**src/rtl/udcount_pkg.sv**
```systemverilog
`default_nettype none
// ============================================================================
// Module      : udcount_pkg
// Description : Shared FSM, status and register-address constants for the
//               up/down counter configuration loader and its peers.
// Revision    : 1.0 - initial release
// ============================================================================
package udcount_pkg;

    typedef logic [3:0] state_t;
    typedef logic [1:0] status_t;

    localparam state_t S_IDLE  = 4'd0;
    localparam state_t S_CAPT  = 4'd1;
    localparam state_t S_CHECK = 4'd2;
    localparam state_t S_WR    = 4'd3;
    localparam state_t S_RD    = 4'd4;
    localparam state_t S_START = 4'd5;
    localparam state_t S_WAIT  = 4'd6;
    localparam state_t S_DONE  = 4'd7;

    localparam status_t ST_OK      = 2'd0;
    localparam status_t ST_RANGE   = 2'd1;
    localparam status_t ST_VERIFY  = 2'd2;
    localparam status_t ST_TIMEOUT = 2'd3;

    localparam logic [1:0] ADDR_PLR = 2'd0;
    localparam logic [1:0] ADDR_ULR = 2'd1;
    localparam logic [1:0] ADDR_LLR = 2'd2;
    localparam logic [1:0] ADDR_CCR = 2'd3;

    function automatic logic [7:0] reg_sel(input logic [1:0] a,
                                           input logic [7:0] plr, input logic [7:0] ulr,
                                           input logic [7:0] llr, input logic [7:0] ccr);
        case (a)
            ADDR_PLR: reg_sel = plr;
            ADDR_ULR: reg_sel = ulr;
            ADDR_LLR: reg_sel = llr;
            default:  reg_sel = ccr;
        endcase
    endfunction

endpackage
`default_nettype wire

```
**src/rtl/udcount_cfg_loader_timer.sv**
```systemverilog
`default_nettype none
// ============================================================================
// Module      : udcount_cfg_timer
// Description : WAIT-phase cycle timer; o_term flags the last allowed cycle.
// Revision    : 1.0 - initial release
// ============================================================================
module udcount_cfg_timer #(
    parameter int TIMEOUT_CYCLES = 4096
)(
    input  logic clk,
    input  logic rst,
    input  logic i_clr,
    input  logic i_en,
    output logic o_term
);

    localparam int W = (TIMEOUT_CYCLES < 2) ? 1 : $clog2(TIMEOUT_CYCLES + 1);

    logic [W-1:0] r_count;

    always_ff @(posedge clk) begin
        if (rst || i_clr) begin
            r_count <= '0;
        end else if (i_en) begin
            r_count <= r_count + 1'b1;
        end
    end

    // Terminal one cycle early so the FSM leaves WAIT as the count reaches the limit.
    assign o_term = (TIMEOUT_CYCLES != 0) && i_en && (r_count == W'(TIMEOUT_CYCLES - 1));

endmodule
`default_nettype wire

```
**src/rtl/udcount_cfg_loader.sv**
```systemverilog
`default_nettype none
// ============================================================================
// Module      : udcount_cfg_loader
// Description : Accepts one counter configuration, range-checks, writes and
//               optionally verifies it, starts the counter and reports status.
// Revision    : 1.0 - initial release
// ============================================================================
module udcount_cfg_loader
    import udcount_pkg::*;
#(
    parameter int   TIMEOUT_CYCLES = 4096,
    parameter logic VERIFY_DEFAULT = 1'b0
)(
    input  logic       clk,
    input  logic       rst,
    input  logic       cfg_valid,
    output logic       cfg_ready,
    input  logic [7:0] cfg_plr,
    input  logic [7:0] cfg_ulr,
    input  logic [7:0] cfg_llr,
    input  logic [7:0] cfg_ccr,
    input  logic       cfg_verify,
    output logic       bus_ncs,
    output logic       bus_nwr,
    output logic       bus_nrd,
    output logic [1:0] bus_a,
    output logic [7:0] bus_din,
    input  logic [7:0] bus_dout,
    output logic       cnt_start,
    input  logic       cnt_ec,
    output logic       busy,
    output logic       done,
    output logic [1:0] status
);

    state_t     r_state;
    logic [1:0] r_idx;
    logic [7:0] r_plr, r_ulr, r_llr, r_ccr;
    logic       r_verify;
    logic       r_mis;

    logic       r_cfg_ready, r_bus_ncs, r_bus_nwr, r_bus_nrd, r_cnt_start, r_busy, r_done;
    logic [1:0] r_bus_a;
    logic [7:0] r_bus_din;
    status_t    r_status;

    state_t     w_nxt;
    logic [1:0] w_nxt_idx;
    status_t    w_result;
    logic       w_accept;
    logic       w_rd_bad;
    logic       w_term;
    logic [7:0] w_cur_reg;
    logic [7:0] w_nxt_reg;

    udcount_cfg_timer #(
        .TIMEOUT_CYCLES (TIMEOUT_CYCLES)
    ) u_timer (
        .clk    (clk),
        .rst    (rst),
        .i_clr  (r_state == S_START),
        .i_en   (r_state == S_WAIT),
        .o_term (w_term)
    );

    assign w_accept  = cfg_valid && r_cfg_ready;
    assign w_cur_reg = reg_sel(r_idx, r_plr, r_ulr, r_llr, r_ccr);
    assign w_nxt_reg = reg_sel(w_nxt_idx, r_plr, r_ulr, r_llr, r_ccr);
    assign w_rd_bad  = (r_state == S_RD) && (bus_dout != w_cur_reg);

    always_comb begin
        w_nxt     = r_state;
        w_nxt_idx = r_idx;
        w_result  = ST_OK;
        case (r_state)
            S_IDLE:  if (w_accept) w_nxt = S_CAPT;
            S_CAPT:  w_nxt = S_CHECK;
            S_CHECK: begin
                w_nxt_idx = 2'd0;
                if ((r_llr <= r_plr) && (r_plr <= r_ulr)) begin
                    w_nxt = S_WR;
                end else begin
                    w_nxt    = S_DONE;
                    w_result = ST_RANGE;
                end
            end
            S_WR: begin
                w_nxt_idx = r_idx + 2'd1;
                if (r_idx == ADDR_CCR) w_nxt = r_verify ? S_RD : S_START;
            end
            S_RD: begin
                w_nxt_idx = r_idx + 2'd1;
                if (r_idx == ADDR_CCR) begin
                    if (r_mis || w_rd_bad) begin
                        w_nxt    = S_DONE;
                        w_result = ST_VERIFY;
                    end else begin
                        w_nxt = S_START;
                    end
                end
            end
            S_START: w_nxt = S_WAIT;
            // End-of-count outranks a coincident timeout.
            S_WAIT: begin
                if (cnt_ec) begin
                    w_nxt = S_DONE;
                end else if (w_term) begin
                    w_nxt    = S_DONE;
                    w_result = ST_TIMEOUT;
                end
            end
            S_DONE:  w_nxt = S_IDLE;
            default: w_nxt = S_IDLE;
        endcase
    end

    // Outputs are registered from the next state so they line up with it.
    always_ff @(posedge clk) begin
        if (rst) begin
            r_state     <= S_IDLE;
            r_idx       <= 2'd0;
            r_plr       <= 8'd0;
            r_ulr       <= 8'd0;
            r_llr       <= 8'd0;
            r_ccr       <= 8'd0;
            r_verify    <= VERIFY_DEFAULT;
            r_mis       <= 1'b0;
            r_cfg_ready <= 1'b0;
            r_bus_ncs   <= 1'b1;
            r_bus_nwr   <= 1'b1;
            r_bus_nrd   <= 1'b1;
            r_bus_a     <= ADDR_PLR;
            r_bus_din   <= 8'd0;
            r_cnt_start <= 1'b0;
            r_busy      <= 1'b0;
            r_done      <= 1'b0;
            r_status    <= ST_OK;
        end else begin
            r_state <= w_nxt;
            r_idx   <= w_nxt_idx;
            if (w_accept) begin
                r_plr    <= cfg_plr;
                r_ulr    <= cfg_ulr;
                r_llr    <= cfg_llr;
                r_ccr    <= cfg_ccr;
                r_verify <= cfg_verify;
            end
            if (r_state == S_CHECK) r_mis <= 1'b0;
            else if (w_rd_bad)      r_mis <= 1'b1;

            r_cfg_ready <= (w_nxt == S_IDLE);
            r_bus_ncs   <= !((w_nxt == S_WR) || (w_nxt == S_RD));
            r_bus_nwr   <= (w_nxt != S_WR);
            r_bus_nrd   <= (w_nxt != S_RD);
            r_bus_a     <= ((w_nxt == S_WR) || (w_nxt == S_RD)) ? w_nxt_idx : ADDR_PLR;
            r_bus_din   <= (w_nxt == S_WR) ? w_nxt_reg : 8'd0;
            r_cnt_start <= (w_nxt == S_START);
            r_busy      <= (w_nxt != S_IDLE);
            r_done      <= (w_nxt == S_DONE);
            if (w_nxt == S_DONE) r_status <= w_result;
        end
    end

    assign cfg_ready = r_cfg_ready;
    assign bus_ncs   = r_bus_ncs;
    assign bus_nwr   = r_bus_nwr;
    assign bus_nrd   = r_bus_nrd;
    assign bus_a     = r_bus_a;
    assign bus_din   = r_bus_din;
    assign cnt_start = r_cnt_start;
    assign busy      = r_busy;
    assign done      = r_done;
    assign status    = r_status;

endmodule
`default_nettype wire

```
**config.mk**
```make
export PLATFORM = sky130hd
export DESIGN_NAME = udcount_cfg_loader
export DESIGN_NICKNAME = d
export VERILOG_FILES = /design/src/rtl/udcount_pkg.sv /design/src/rtl/udcount_cfg_loader_timer.sv /design/src/rtl/udcount_cfg_loader.sv
export SDC_FILE = /design/constraint.sdc
export NUM_CORES = 1
export LEC_CHECK = 0
export ABC_CLOCK_PERIOD_IN_PS = 2500
export CORE_ASPECT_RATIO = 0.75
export CORE_MARGIN = 8
export CORE_UTILIZATION = 30
export CTS_CLUSTER_SIZE = 10
export DETAILED_ROUTE_END_ITERATION = 7
export PLACE_DENSITY = 0.54
export SLEW_MARGIN = 20
export SYNTH_ARGS = -nofsm -noshare
export SYNTH_HDL_FRONTEND = slang
export SYNTH_SLANG_ARGS = --single-unit
```
**constraint.sdc**
```tcl
create_clock -name clk -period 2.5 [get_ports clk]
set_clock_uncertainty 0.1 [all_clocks]
set_input_delay 0.75 -clock clk [delete_from_list [all_inputs] [get_ports clk]]
set_output_delay 0.75 -clock clk [all_outputs]
set_load 0.05 [all_outputs]
```
==> results of run 1 <==
-- synthesized netlist by cell type (2+ instances only) --
cell type and n:
sky130_fd_sc_hd__a211oi_1 2, sky130_fd_sc_hd__a21oi_1 48, sky130_fd_sc_hd__a222oi_1 8, sky130_fd_sc_hd__and2_1 2, sky130_fd_sc_hd__buf_1 2, sky130_fd_sc_hd__buf_2 3
sky130_fd_sc_hd__buf_6 2, sky130_fd_sc_hd__clkbuf_1 14, sky130_fd_sc_hd__dfxtp_1 72, sky130_fd_sc_hd__ha_1 21, sky130_fd_sc_hd__inv_1 28, sky130_fd_sc_hd__mux2i_1 10
sky130_fd_sc_hd__mux4_2 8, sky130_fd_sc_hd__nand2_1 81, sky130_fd_sc_hd__nand2_4 2, sky130_fd_sc_hd__nand3_1 7, sky130_fd_sc_hd__nand4_1 9, sky130_fd_sc_hd__nor2_1 26
sky130_fd_sc_hd__nor2b_1 14, sky130_fd_sc_hd__nor3_1 2, sky130_fd_sc_hd__nor3_2 2, sky130_fd_sc_hd__o211ai_1 3, sky130_fd_sc_hd__o21ai_0 4, sky130_fd_sc_hd__o21ai_1 3
sky130_fd_sc_hd__o22ai_1 2, sky130_fd_sc_hd__o31ai_1 2, sky130_fd_sc_hd__xnor2_1 12, sky130_fd_sc_hd__xor2_1 6
-- cells by family (layout without fill, tap and decap cells) --
family | Yosys count | in the layout | synth area share [%]
mux | 20 | 21 | 8.54
xor+xnor | 18 | 18 | 4.26
other cells | 1 | 1 | 0.101
simple gates | 160 | 160 | 21.7
compound gates | 81 | 81 | 13.7
fa+ha+maj | 21 | 21 | 7.09
flops | 72 | 72 | 38.9
buf+inv | 50 | 139 | 5.64
-- metrics by stage --
stage	worst slack, ns	total power [mW]	hold slack, ns	util, %
finish	0.0346	2.85	0.375	42.2
global placement	-0.198	1.58	0.357	38.3
global route	-0.0741	2.97	0.394	42.2
CTS	0.0173	2.88	0.376	41.4
floorplan	0.0778	1.42	0.337	-
detailed placement	-0.206	1.59	0.368	38.3
-- power by group through the flow --
stage          logic, mW  clock network (mW)  registers, mW
5_1_grt            0.395                1.36           1.22
6_report           0.357                1.28           1.22
2_1_floorplan      0.186                   0           1.24
3_3_place_gp       0.339                   0           1.24
4_1_cts            0.352                1.31           1.21
3_5_place_dp       0.345                   0           1.24
-- timing repair --
item,in CTS,in global routing
resized for setup,16,18
pin swaps,5,11
setup endpoints to repair,16,21
buffers inserted,2,3
gates cloned,0,1
-- sequential cells by signal (all words and copies together) (netlist names) --
| register | flops |
|---|---|
| r_plr | 8 |
| u_timer.r_count | 13 |
| bus_nwr | 1 |
| r_mis | 1 |
| r_llr | 8 |
| cfg_ready | 1 |
| done | 1 |
| r_state | 4 |
| r_ccr | 8 |
| bus_nrd | 1 |
| r_verify | 1 |
| bus_a | 2 |
| status | 2 |
| busy | 1 |
| bus_ncs | 1 |
| bus_din | 8 |
| cnt_start | 1 |
| r_idx | 2 |
| r_ulr | 8 |
-- worst min-delay path by stage --
stage / from / to / slack, ns / cells after the start
floorplan: r_verify / r_verify / 0.34 / 2
global placement: u_timer.r_count[12] / u_timer.r_count[12] / 0.36 / 2
detailed placement: r_ccr[3] / r_ccr[3] / 0.37 / 2
CTS: r_ccr[3] / r_ccr[3] / 0.38 / 2
global route: r_ccr[3] / r_ccr[3] / 0.39 / 2
finish: r_ccr[3] / r_ccr[3] / 0.37 / 2
-- layout make-up --
type / instances / area, sq um
clock buffers: 11 / 243
clock inverters: 5 / 56.3
fillers: 1216 / 7040
inverters: 29 / 116
multi-input cells: 302 / 2180
flip-flops and latches: 72 / 1450
well taps: 166 / 208
repair buffers: 94 / 887
-- per-layer routing --
layer	vias up	GRT usage, %
met5	-	0
met1	1539	17.7
met4	0	4.77
met3	11	3.14
li1	1633	-
met2	112	18.0
-- critical path: cells and delay by family (launching register included) --
family / cells / cell delay (ns)
compound gates: 2 / 0.62
simple gates: 3 / 0.51
flops: 1 / 0.38
mux: 2 / 0.32
fa+ha+maj: 1 / 0.18
xor+xnor: 1 / 0.17
buf+inv: 1 / 0.05
==> run_summary.xml, run 1 <==
<?xml version="1.0" encoding="UTF-8"?>
<metrics>
  <group name="status">
    <metric name="status" unit="">finished clean</metric>
  </group>
  <group name="die">
    <metric name="core-area" unit="sq um">12200</metric>
    <metric name="dieHeight" unit="microns">112</metric>
    <metric name="row_count" unit="">35</metric>
    <metric name="die_area" unit="sq um">16200</metric>
    <metric name="initial_core_util" unit="%">30.4</metric>
    <metric name="ioPinCount" unit="">64</metric>
    <metric name="die_width" unit="microns">144</metric>
  </group>
  <group name="placed_design">
    <metric name="number_of_port_buffers" unit="">63</metric>
    <metric name="detailed_place_hpwl" unit="microns">7800</metric>
    <metric name="place_inst" unit="">658</metric>
    <metric name="dpl-instance-area" unit="sq um">4670</metric>
    <metric name="gp_congestion" unit="">0.894</metric>
  </group>
  <group name="setup_path">
    <metric name="critPathCaptureType" unit="">register</metric>
    <metric name="timing.setup.critical_path_class" unit="">reg -&gt; reg</metric>
    <metric name="cp-start-kind" unit="">register</metric>
    <metric name="worst_setup_path_startpoint" unit="">r_idx[0]</metric>
    <metric name="crit-reg2reg-launch" unit="">r_idx[0]</metric>
    <metric name="worst-endpoint-required" unit="ns">2.60</metric>
    <metric name="timing.critical_path.slowest_cell_delay" unit="ns">0.38</metric>
    <metric name="arrival" unit="ns">2.57</metric>
    <metric name="setup.reg_to_reg.worst_slack" unit="ns">0.03</metric>
    <metric name="reg2reg_to" unit="">bus_a[1]</metric>
    <metric name="crit_path_top_delay_cell" unit="">sky130_fd_sc_hd__dfxtp_4</metric>
    <metric name="rr_worst_depth" unit="">10</metric>
    <metric name="worst_path_cell_trace" unit="">inv_6 -&gt; ha_4 -&gt; a222oi_1 -&gt; mux2i_1 -&gt; xnor2_1 -&gt; nand4_1 -&gt; o21ba_4 -&gt; or2_4 -&gt; mux2i_4 -&gt; nor3_2</metric>
    <metric name="crit_path_max_fanout" unit="">8</metric>
    <metric name="worstSetupEndpoint" unit="">bus_a[1]</metric>
  </group>
  <group name="global_routing">
    <metric name="largest_net_degree_at_the_start_of_global_routing" unit="">34</metric>
    <metric name="grt_overflow_total" unit="">0</metric>
    <metric name="globalRouteTotalUtil" unit="%">12.6</metric>
    <metric name="grt_antenna_before_repair" unit="">0</metric>
    <metric name="via_count_of_the_first_global_routing_pass" unit="">3243</metric>
    <metric name="grt_first_pass_wirelength" unit="microns">16200</metric>
  </group>
  <group name="synth">
    <metric name="synth_edf_count" unit="">0</metric>
    <metric name="synth_cells" unit="">423</metric>
    <metric name="synth_sequential_area_ratio" unit="%">38.9</metric>
    <metric name="yosysWarnings" unit="">0</metric>
    <metric name="yosys_register_bits" unit="">72</metric>
    <metric name="synth_top_area_share" unit="%">38.9</metric>
    <metric name="synth_async_sr_flop_share" unit="%">0</metric>
    <metric name="yosys.cell_types.count" unit="">56</metric>
    <metric name="post_synth_main_area_contributors" unit="">sky130_fd_sc_hd__dfxtp_1, sky130_fd_sc_hd__nand2_1, sky130_fd_sc_hd__ha_1</metric>
    <metric name="syn-cell-area" unit="sq um">3700</metric>
    <metric name="top_cell_type_by_total_area_after_synthesis" unit="">sky130_fd_sc_hd__dfxtp_1</metric>
    <metric name="dominantRegCellSynth" unit="">sky130_fd_sc_hd__dfxtp_1</metric>
    <metric name="avgSynthCellArea" unit="sq um">8.76</metric>
    <metric name="mappedNetlistNets" unit="">489</metric>
  </group>
  <group name="pwr">
    <metric name="netSwitchingPower" unit="mW">0.691</metric>
    <metric name="p_leak" unit="nW">1.85</metric>
    <metric name="p_clk_share" unit="%">44.8</metric>
    <metric name="seqPwrFrac" unit="%">42.7</metric>
    <metric name="ir_drop" unit="uV">330</metric>
    <metric name="power_density" unit="nW/um^2">555</metric>
    <metric name="p_sw_share" unit="%">24.2</metric>
    <metric name="p_comb_share" unit="%">12.5</metric>
    <metric name="p_int" unit="mW">2.16</metric>
  </group>
  <group name="detailed_routing">
    <metric name="routed-wl-met2" unit="microns">4150</metric>
    <metric name="route.detailed.wl_per_inst" unit="microns">14.8</metric>
    <metric name="antenna_violating_nets_post_route" unit="">0</metric>
    <metric name="remaining_drc_errors" unit="">0</metric>
    <metric name="wl_on_met1" unit="microns">4880</metric>
    <metric name="drt-total-wl" unit="microns">10000</metric>
    <metric name="detailedRoute.firstPassIterationCount" unit="">5</metric>
    <metric name="drt_iter0_drc" unit="">209</metric>
    <metric name="route.detailed.vias_per_inst" unit="">4.85</metric>
    <metric name="num_vias" unit="">3295</metric>
    <metric name="top_layer_used" unit="">met4</metric>
    <metric name="met3_wirelength" unit="microns">849</metric>
  </group>
  <group name="clocking">
    <metric name="cts.clk_slew.worst_paths" unit="ns">0.06</metric>
    <metric name="clock_sink_count" unit="">72</metric>
    <metric name="cts_inserted_buffers" unit="">9</metric>
    <metric name="cts_max_level" unit="">3</metric>
    <metric name="cts_tree" unit="">built</metric>
    <metric name="cts_hold_repair.buffers" unit="">0</metric>
    <metric name="clk_path_buf_depth" unit="">2</metric>
    <metric name="worstSkewPairLatency" unit="ns">0.34</metric>
    <metric name="clock_tree.root_cell" unit="">sky130_fd_sc_hd__clkbuf_16</metric>
  </group>
  <group name="timing">
    <metric name="finalMaxSlewViolations" unit="">0</metric>
    <metric name="finalWorstPathRequiredPeriod" unit="ns">2.47</metric>
    <metric name="final-setup-viol-count" unit="">0</metric>
    <metric name="finalSetupTns" unit="ns">0</metric>
    <metric name="min_period_over_period" unit="%">98.6</metric>
    <metric name="worst-slew-pin-transition" unit="ns">0.656</metric>
    <metric name="rsz0062_at_grt" unit="">true</metric>
    <metric name="max_slew_margin" unit="%">56.2</metric>
    <metric name="maxClockFrequency" unit="GHz">0.406</metric>
    <metric name="hold_violations" unit="">0</metric>
  </group>
  <group name="final_layout">
    <metric name="fin_cells" unit="">679</metric>
    <metric name="number_of_diodes" unit="">0</metric>
    <metric name="final_design_area_no_fill" unit="sq um">5140</metric>
    <metric name="final_cell_mix" unit="">sky130_fd_sc_hd__nand2_1, sky130_fd_sc_hd__dfxtp_1, sky130_fd_sc_hd__clkdlybuf4s50_1, sky130_fd_sc_hd__a21oi_1, sky130_fd_sc_hd__buf_4</metric>
    <metric name="final_layout_net_count" unit="">574</metric>
    <metric name="post_route_cells_drive_above_1_share" unit="%">18.7</metric>
    <metric name="commonest_non_fill_non_tap_cell_in_the_layout" unit="">sky130_fd_sc_hd__nand2_1</metric>
    <metric name="synthToLayoutAreaGrowth" unit="%">38.7</metric>
  </group>
  <group name="flow_run">
    <metric name="maxCapViolCount" unit="">0</metric>
  </group>
  <group name="min_path">
    <metric name="holdCritPathClass" unit="">reg -&gt; reg</metric>
  </group>
</metrics>
Note: power is estimated with default switching activity, not from simulation.
==> run 2: changes to the inputs <==
--- a/config.mk
+++ b/config.mk
@@ -5,10 +5,10 @@
 export SDC_FILE = /design/constraint.sdc
 export NUM_CORES = 1
 export LEC_CHECK = 0
-export ABC_CLOCK_PERIOD_IN_PS = 2500
 export CORE_ASPECT_RATIO = 0.75
 export CORE_MARGIN = 8
 export CORE_UTILIZATION = 30
+export CTS_CLUSTER_DIAMETER = 120
 export CTS_CLUSTER_SIZE = 10
 export DETAILED_ROUTE_END_ITERATION = 7
 export PLACE_DENSITY = 0.54
==> results of run 2 <==
Same layout as run 1: the final DEF is identical, and so are final timing and power.
==> run 3: changes to the inputs <==
--- a/config.mk
+++ b/config.mk
@@ -5,6 +5,7 @@
 export SDC_FILE = /design/constraint.sdc
 export NUM_CORES = 1
 export LEC_CHECK = 0
+export ABC_CLOCK_PERIOD_IN_PS = 2500
 export CORE_ASPECT_RATIO = 0.75
 export CORE_MARGIN = 8
 export CORE_UTILIZATION = 30
==> results of run 3 <==
Same layout as run 1: the final DEF is identical, and so are final timing and power.
